===== config.mk =====
export PLATFORM = sky130hd
export DESIGN_NAME = rv_writeback
export DESIGN_NICKNAME = d
export VERILOG_FILES = /design/src/rtl/rv_writeback.sv
export SDC_FILE = /design/constraint.sdc
export NUM_CORES = 1
export LEC_CHECK = 0
export CORE_MARGIN = 5
export CORE_UTILIZATION = 30
export CTS_CLUSTER_DIAMETER = 80
export DETAILED_ROUTE_END_ITERATION = 10
export DONT_BUFFER_PORTS = 1
export PLACE_DENSITY_LB_ADDON = 0.12
export SYNTH_ARGS = -nofsm -noshare
export SYNTH_HDL_FRONTEND = slang
export SYNTH_SLANG_ARGS = --single-unit

===== constraint.sdc =====
create_clock -name clk_i -period 2.8 [get_ports clk_i]
set_clock_uncertainty 0.05 [all_clocks]
set_input_delay 0.42 -clock clk_i [delete_from_list [all_inputs] [get_ports clk_i]]
set_output_delay 0.42 -clock clk_i [all_outputs]
set_load 0.01 [all_outputs]

===== src/rtl/rv_writeback.sv =====
// rv_writeback -- register-file writeback stage.
//
// Retires ALU/shifter results one cycle after they are presented and aligns
// and extends load data from the data memory. If load data is late, the
// stage holds the upstream pipeline until it arrives.
//
// Optional feature: define RV_WB_BYPASS_EN to drive the forwarding outputs
// from the writeback registers. Without it, w_bypass_* are tied to zero.
//
// Ports
//   clk_i             core clock
//   rst_n_i           async active-low reset
//   x_valid_i         execute-stage result valid
//   x_rd_i            destination register index
//   x_rd_write_i      instruction writes rd
//   x_rd_source_i     0 ALU, 1 shifter, 2 load, 3 reserved (ALU)
//   x_alu_value_i     ALU result
//   x_shifter_value_i shifter result
//   x_fun_i           load funct3
//   x_dm_offset_i     load address bits [1:0]
//   dm_data_l_i       data-memory read word
//   dm_load_done_i    load data valid
//   w_stall_req_o     hold upstream pipeline
//   rf_write_o        register-file write strobe
//   rf_rd_o           register-file write index
//   rf_value_o        register-file write data
//   w_bypass_write_o  forwarding valid
//   w_bypass_rd_o     forwarding index
//   w_bypass_value_o  forwarding data
//
// state      | meaning
// -----------+----------------------------------------------------------
// IDLE       | retire whatever execute presents; a late load leaves here
// LOAD_WAIT  | pipeline held, waiting for dm_load_done_i of pending load

module rv_writeback (
  input  logic        clk_i,
  input  logic        rst_n_i,
  input  logic        x_valid_i,
  input  logic [4:0]  x_rd_i,
  input  logic        x_rd_write_i,
  input  logic [1:0]  x_rd_source_i,
  input  logic [31:0] x_alu_value_i,
  input  logic [31:0] x_shifter_value_i,
  input  logic [2:0]  x_fun_i,
  input  logic [1:0]  x_dm_offset_i,
  input  logic [31:0] dm_data_l_i,
  input  logic        dm_load_done_i,
  output logic        w_stall_req_o,
  output logic        rf_write_o,
  output logic [4:0]  rf_rd_o,
  output logic [31:0] rf_value_o,
  output logic        w_bypass_write_o,
  output logic [4:0]  w_bypass_rd_o,
  output logic [31:0] w_bypass_value_o
);

  typedef enum logic {
    IDLE      = 1'b0,
    LOAD_WAIT = 1'b1
  } state_t;

  localparam logic [1:0] SRC_SHIFT = 2'd1;
  localparam logic [1:0] SRC_LOAD  = 2'd2;

  state_t      state_q, state_d;

  logic [4:0]  pend_rd_q;
  logic        pend_wr_q;
  logic [2:0]  pend_fun_q;
  logic [1:0]  pend_off_q;

  logic        stall;
  logic        capture;
  logic        retire;
  logic [4:0]  wr_rd;
  logic        wr_en;
  logic [31:0] wr_value;

  function automatic logic [31:0] load_align(input logic [31:0] word,
                                             input logic [2:0]  fun,
                                             input logic [1:0]  off);
    logic [7:0]  lane_b;
    logic [15:0] lane_h;
    logic [31:0] res;
    case (off)
      2'd0:    lane_b = word[7:0];
      2'd1:    lane_b = word[15:8];
      2'd2:    lane_b = word[23:16];
      default: lane_b = word[31:24];
    endcase
    // Halfword lane comes from offset[1] alone; misaligned bit 0 is dropped.
    lane_h = off[1] ? word[31:16] : word[15:0];
    case (fun)
      3'b000:  res = {{24{lane_b[7]}}, lane_b};
      3'b001:  res = {{16{lane_h[15]}}, lane_h};
      3'b100:  res = {24'd0, lane_b};
      3'b101:  res = {16'd0, lane_h};
      default: res = word;
    endcase
    return res;
  endfunction

  always_comb begin
    state_d  = state_q;
    stall    = 1'b0;
    capture  = 1'b0;
    retire   = 1'b0;
    wr_rd    = x_rd_i;
    wr_en    = x_rd_write_i;
    wr_value = (x_rd_source_i == SRC_SHIFT) ? x_shifter_value_i : x_alu_value_i;
    case (state_q)
      IDLE: begin
        if (x_valid_i) begin
          if (x_rd_source_i == SRC_LOAD) begin
            if (dm_load_done_i) begin
              retire   = 1'b1;
              wr_value = load_align(dm_data_l_i, x_fun_i, x_dm_offset_i);
            end else begin
              stall   = 1'b1;
              capture = 1'b1;
              state_d = LOAD_WAIT;
            end
          end else begin
            retire = 1'b1;
          end
        end
      end
      LOAD_WAIT: begin
        stall = 1'b1;
        if (dm_load_done_i) begin
          // Release the pipeline in the cycle the data shows up.
          stall    = 1'b0;
          retire   = 1'b1;
          wr_rd    = pend_rd_q;
          wr_en    = pend_wr_q;
          wr_value = load_align(dm_data_l_i, pend_fun_q, pend_off_q);
          state_d  = IDLE;
        end
      end
      default: state_d = IDLE;
    endcase
  end

  // Stall is combinational from the inputs, so gate it while in reset.
  assign w_stall_req_o = stall & rst_n_i;

  always_ff @(posedge clk_i or negedge rst_n_i) begin
    if (!rst_n_i) begin
      state_q    <= IDLE;
      pend_rd_q  <= '0;
      pend_wr_q  <= 1'b0;
      pend_fun_q <= '0;
      pend_off_q <= '0;
      rf_write_o <= 1'b0;
      rf_rd_o    <= '0;
      rf_value_o <= '0;
    end else begin
      state_q    <= state_d;
      rf_write_o <= retire & wr_en & (wr_rd != 5'd0);
      if (capture) begin
        pend_rd_q  <= x_rd_i;
        pend_wr_q  <= x_rd_write_i;
        pend_fun_q <= x_fun_i;
        pend_off_q <= x_dm_offset_i;
      end
      if (retire) begin
        rf_rd_o    <= wr_rd;
        rf_value_o <= wr_value;
      end
    end
  end

`ifdef RV_WB_BYPASS_EN
  assign w_bypass_write_o = rf_write_o & (state_q != LOAD_WAIT);
  assign w_bypass_rd_o    = rf_rd_o;
  assign w_bypass_value_o = rf_value_o;
`else
  assign w_bypass_write_o = 1'b0;
  assign w_bypass_rd_o    = 5'd0;
  assign w_bypass_value_o = 32'd0;
`endif

endmodule


==> summary.md, run 1 <==
| Metric | Value |
|---|---|
| Slew HR | `47.99%` |
| Fmax | `448.0 MHz` |
| Buf/Inv on CP | `0` |
| DR vias | `4387` |
| Post-Place Cells | `754` |
| Synthesized area | `between 4000 and 5000 um^2` |
| Share of the yosys chip area belonging to registers | `a little over a quarter` |
| EDFF count, synth | `0` |
| Num CTS Buffers | `5` |
| Final non-filler cell total | `764` |
| Postcts setup bufs | `0` |
| Worst R2R Path Depth | `5` |
| Layout cells sized above 1 | `12.59%` |
| Most frequent cells in the layout | `75 x a21oi_1, 60 x nand2_1, 50 x dfrtp_1` |
| Number of synthesized register bits | `50` |
| CP peak stage delay | `approximately 730 ps` |
| Nets | `660` |
| Slew @ Worst Pin | `780.2 ps` |
| Total GRT Usage | `19.10%` |
| Vias in the first global route | `4399` |
| Initial antenna violation count | `1` |
| Clock slew at reported path FFs | `about 70 ps` |
| Detailed Routing Iterations Pass 1 | `5` |
| Antenna-violating nets left | `0` |
| Sink Count | `50` |
| Final Max Slew Viols | `0` |
| # IOs | `190` |
| Crit. End Element | `flop` |
| Htree depth | `2` |
| Total grt overflow | `0` |
| TritonCTS clock tree | `yes` |
| Power Density | `533.1 nW/um^2` |
| CTS root buf | `clkbuf_16` |
| CP max FO | `15` |
| Die Y-Extent | `135.6 um` |
| Crit path time final | `approximately 2200 ps` |
| Layout area overhead | `2.483%` |
| Critical path class | `flop to flop` |
| Worst Path Required | `roughly 2900 ps` |
| Maximum vdd drop | `240.7 uV` |
| Iteration-0 DRC Markers | `350` |
| First-pass GRT wire length | `around 27000 um` |
| Worst hold path type | `input port to flop` |
| WL final | `18070 um` |
| Post-DP HPWL | `13440 um` |
| Final Hold Viols | `0` |
| Synth cell types | `61` |
| Initial Util | `30.14%` |
| Top FF cell, synth | `dfrtp_1` |
| Asr flop ratio synth | `100.0%` |
| Per-cell routed wire length | `23.66 um` |
| Hold EP | `state_q` |
| Gpl congestion | `0.8783` |
| Crit-path leading delay family | `simple AND/OR/NAND/NOR gates` |
| Hold path depth | `1` |
| Clock Latency Late Sink | `290 ps` |
| Slowest cell on crit path | `dfrtp_1` |
| PortBufs | `0` |
| Outcome | `finished clean` |
| FF-to-FF setup slack | `570 ps` |
| Most common cell after layout, fill and taps aside | `a21oi_1` |
| Fin crit share | `79.73%` |
| N_diodes | `0` |
| P_leak | `2.007 nW` |
| Row count | `46` |
| Synth area leaders | `dfrtp_1 26%, a21oi_1 7.9%, buf_4 7.1%` |
| Core area | `15710 um^2` |
| Syn avg cell area | `8.208 um^2` |
| Share of the synthesized area in the top cell type | `26.42%` |
| DIE AREA | `between 15000 and 20000 um^2` |
| Fin Setup TNS | `0 ps` |
| Largest net degree at the start of global routing | `just over 50` |
| Yosys warns | `0` |
| DRC | `0` |
| Worst EP arrival | `2360 ps` |
| Critical path cell sequence | `nor2b_1 -> nand2_1 -> o221ai_1 -> nor2_1 -> a221o_1` |
| RSZ-0062 raised after global routing | `no` |
| Vias per inst | `5.742` |
| Hold Path Origin | `dm_load_done_i` |
| Max-cap violations | `0` |
| Critical R2R Launch | `pend_off_q[1]` |
| Post-synthesis cell count | `577` |
| Die outline width | `135.6 um` |
| Yosys top cell by area | `dfrtp_1` |
| Critical R2R Capture | `rf_value_o[4]` |
| Crit start category | `flop` |
| Setup Viol. Count Final | `0` |
| Post-cts repair resize count | `0` |
| Crit. Startpoint | `pend_off_q[1]` |
| Hold_buf cts | `2` |
| Clock buffer depth | `2` |
[cells in the mapped netlist (2+ instances only)]
library cell,count
a211o_1,3
a211oi_1,8
a21o_1,7
a21o_2,8
a21oi_1,75
a221oi_1,17
a22o_1,8
a22oi_1,14
a2bb2oi_1,3
a311oi_1,2
a31oi_1,4
and2_1,2
buf_1,3
buf_2,17
buf_4,45
buf_6,5
clkbuf_1,15
dfrtp_1,50
inv_1,18
mux2_2,18
mux2i_1,29
nand2_1,60
nand2b_1,4
nand3_1,4
nand3b_1,3
nor2_1,45
nor2b_1,4
nor3_1,2
nor3b_1,6
o2111ai_1,6
o211ai_1,11
o21ai_0,21
o221ai_1,10
o22ai_1,2
o41ai_1,6
o41ai_2,10
or2_2,2
or3_1,6
or4_1,2
[final cells by class]
type	instances	area, um^2
flip-flops and latches	50	1251
well taps	216	270.3
repair buffers	12	112.6
clock buffers	7	142.6
multi-input cells	458	2997
fillers	1680	10860
clock inverters	1	5.005
inverters	20	75.07
[registers in the layout (all words and copies together) (netlist names)]
name and cells:
rf_value_o 32, pend_fun_q 3, pend_wr_q 1, state_q 1, pend_off_q 2, rf_rd_o 5, pend_rd_q 5, rf_write_o 1
[metal layers]
metal | vias up | wire [um] | GRT usage (%)
met5 | - | 0 | 0
met4 | 0 | 427 | 5.599
met1 | 2113 | 7336 | 24.39
met3 | 31 | 1959 | 6.612
met2 | 227 | 8350 | 30.56
li1 | 2016 | - | -
[worst register-to-register path: cells and delay by family, from the launching register on]
kind	cells	cell delay [ps]
AND/OR/NAND/NOR	3	850
flip-flops	1	730
AO/OA/AOI/OAI	2	500
[power breakdown]
group / internal (mW) / total, mW / switching (mW)
Clock: 0.356 / 0.636 / 0.280
Sequential: 0.874 / 1.12 / 0.249
Combinational: 0.380 / 0.829 / 0.449
Total: 1.61 / 2.59 / 0.978
[how the worst max path moves through the flow]
stage | endpoint | slack, ps | depth (start not counted)
after floorplan | rf_value_o[22] | 980 | 7
after global placement | rf_value_o[4] | 650 | 5
after detailed placement | rf_value_o[4] | 590 | 5
after CTS | rf_value_o[4] | 570 | 5
after global routing | rf_value_o[4] | 400 | 5
final | rf_value_o[4] | 570 | 5
[logic make-up (layout without fill, tap and decap cells)]
logic type,Yosys count,after routing,share of synthesized area (%)
buffers and inverters,106,40,13.24
other,1,38,0.07918
DFF,50,50,26.42
and+or+nand+nor,149,149,15.03
AOI/OAI and AO/OA,223,223,34.35
muxes,48,48,10.88
[stage by stage]
stage | instance area [um^2] | hold WS (ps) | power [mW] | utilization, % | worst slack, ps
3_3_place_gp | 4668 | 77.29 | 1.925 | 29.71 | 648.7
3_5_place_dp | 4668 | 76.82 | 1.945 | 29.71 | 588.7
4_1_cts | 4853 | 139.6 | 2.615 | 30.89 | 574.1
2_1_floorplan | 4875 | 74.41 | 1.813 | - | 981.0
6_report | 4853 | 153.4 | 2.587 | 30.89 | 567.7
5_1_grt | 4853 | 153.7 | 2.772 | 30.89 | 400.4
Note: power is estimated with default switching activity, not from simulation.
==> run 2, diff against run 1 <==
clock period = 2 ns   (was 2.8 ns; I/O delays follow)
==> summary.md, run 2 (same netlist as run 1, synthesis figures left out) <==
| Metric | Value |
|---|---|
| Largest net degree at the start of global routing | `51` |
| Fmax | `549.7 MHz` |
| Total grt overflow | `0` |
| Die outline width | `around 140 um` |
| Total GRT Usage | `19.01%` |
| Crit. End Element | `flop` |
| N_diodes | `0` |
| # IOs | `190` |
| Fin crit share | `about 91%` |
| Power Density | `approximately 740 nW/um^2` |
| PortBufs | `0` |
| First-pass GRT wire length | `between 20000 and 30000 um` |
| Clock Latency Late Sink | `290 ps` |
| Per-cell routed wire length | `23.13 um` |
| Metal-1 WL | `7364 um` |
| Maximum vdd drop | `385.2 uV` |
| Clock buffer depth | `2` |
| Met2 Wirelength | `8703 um` |
| Worst Path Required | `2130 ps` |
| Final Max Slew Viols | `0` |
| Num CTS Buffers | `5` |
| Vias in the first global route | `about 4.4k` |
| DR vias | `4434` |
| Crit start category | `flop` |
| Max reg flops | `32` |
| DRC | `0` |
| TritonCTS clock tree | `yes` |
| Critical R2R Launch | `pend_off_q[1]` |
| Initial Util | `30.14%` |
| Critical R2R Capture | `rf_value_o[23]` |
| Slew HR | `55.16%` |
| Layout cells sized above 1 | `15.85%` |
| Post-DP HPWL | `13970 um` |
| Htree depth | `2` |
| Largest Register | `rf_value_o` |
| Power, Total | `3.723 mW` |
| Most frequent cells in the layout | `75 x a21oi_1, 60 x nand2_1, 50 x dfrtp_1` |
| Layout area overhead | `5.971%` |
| Clock slew at reported path FFs | `70 ps` |
| Slew @ Worst Pin | `672.7 ps` |
| Final Util | `31.94%` |
| Iteration-0 DRC Markers | `278` |
| Most common cell after layout, fill and taps aside | `a21oi_1` |
| Fin Setup TNS | `0 ps` |
| DIE AREA | `18400 um^2` |
| Crit. Startpoint | `pend_off_q[1]` |
| WL final | `18140 um` |
| Fin Hold WS | `35.50 ps` |
| Routed length on met3 | `~1900 um` |
| Vias per inst | `between 5 and 6` |
| Max-cap violations | `0` |
| CP max FO | `16` |
| Row count | `46` |
| Die Y-Extent | `135.6 um` |
| Crit path capture | `rf_value_o[23]` |
| Postcts setup bufs | `0` |
| RSZ-0062 raised after global routing | `no` |
| Setup Viol. Count Final | `0` |
| Crit path time final | `around 1800 ps` |
| Initial antenna violation count | `1` |
| Detailed Routing Iterations Pass 1 | `5` |
| Biggest regs | `rf_value_o x32, pend_rd_q x5, rf_rd_o x5` |
| Worst hold path type | `input port to flop` |
| Final Hold Viols | `0` |
| Filler cell count | `1674` |
| Worst EP arrival | `about 1900 ps` |
| Gpl congestion | `0.8480` |
| CTS root buf | `clkbuf_16` |
| Sink Count | `50` |
| Outcome | `finished clean` |
| Sequential Area | `1251 um^2` |
| Nets | `approximately 700` |
| Core area | `15710 um^2` |
| Antenna-violating nets left | `0` |
| P_leak | `2.108 nW` |
| Worst R2R Path Depth | `6` |
| Critical path class | `flop to flop` |
| FF-to-FF setup slack | `between 150 and 200 ps` |
| Top routing layer in use | `met4` |
| Multi-input logic area | `2999 um^2` |
## run 2: what timing repair did
item,in CTS,in global routing
hold buffers,2,0
endpoints found under the hold margin,50,0
gates resized for setup,0,1
setup endpoints to repair,0,3
## run 2: cell type report
cell class                      count  share of cell area (%)
Clock inverter                      1                 0.09973
Sequential cell                    50                   24.93
Multi-Input combinational cell    458                   59.76
Tap cell                          216                   5.385
Clock buffer                        7                   2.842
Inverter                           20                   1.496
Timing Repair Buffer               32                   5.485
## run 2: how the worst min path moves through the flow
| stage | start | to | slack [ps] | depth (start not counted) |
|---|---|---|---|---|
| floorplan | rst_n_i | pend_fun_q[0] | -50 | 0 |
| global placement | rst_n_i | rf_rd_o[3] | -40 | 0 |
| detailed placement | rst_n_i | rf_rd_o[3] | -40 | 0 |
| CTS | dm_load_done_i | state_q | 30 | 1 |
| global route | dm_load_done_i | state_q | 30 | 1 |
| finish | dm_load_done_i | state_q | 40 | 1 |
## run 2: report_power, final
group / switching [mW] / internal, mW
logic: 0.688 / 0.610
clock network: 0.395 / 0.498
registers: 0.308 / 1.22
total: 1.39 / 2.33
## run 2: worst max-delay path, cell delays in order (launching register included)
cell and delay [ps]:
dfrtp_1 470, mux2_2 370, and3_4 190, a211oi_4 240
buf_12 180, a22o_1 150, o41ai_2 60
## run 2: layer usage
metal	GRT usage (%)	up-vias
met4	2.968	0
met3	7.244	10
met2	32.13	173
li1	-	2056
met5	0	-
met1	23.52	2195
## run 2: per-stage QoR
step	cell area [um^2]	worst slack, ps	std cells
finish	5019	180.8	784
global placement	4831	227.2	774
global route	5019	12.41	784
CTS	5016	188.3	784
floorplan	4875	265.0	614
detailed placement	4831	198.9	774
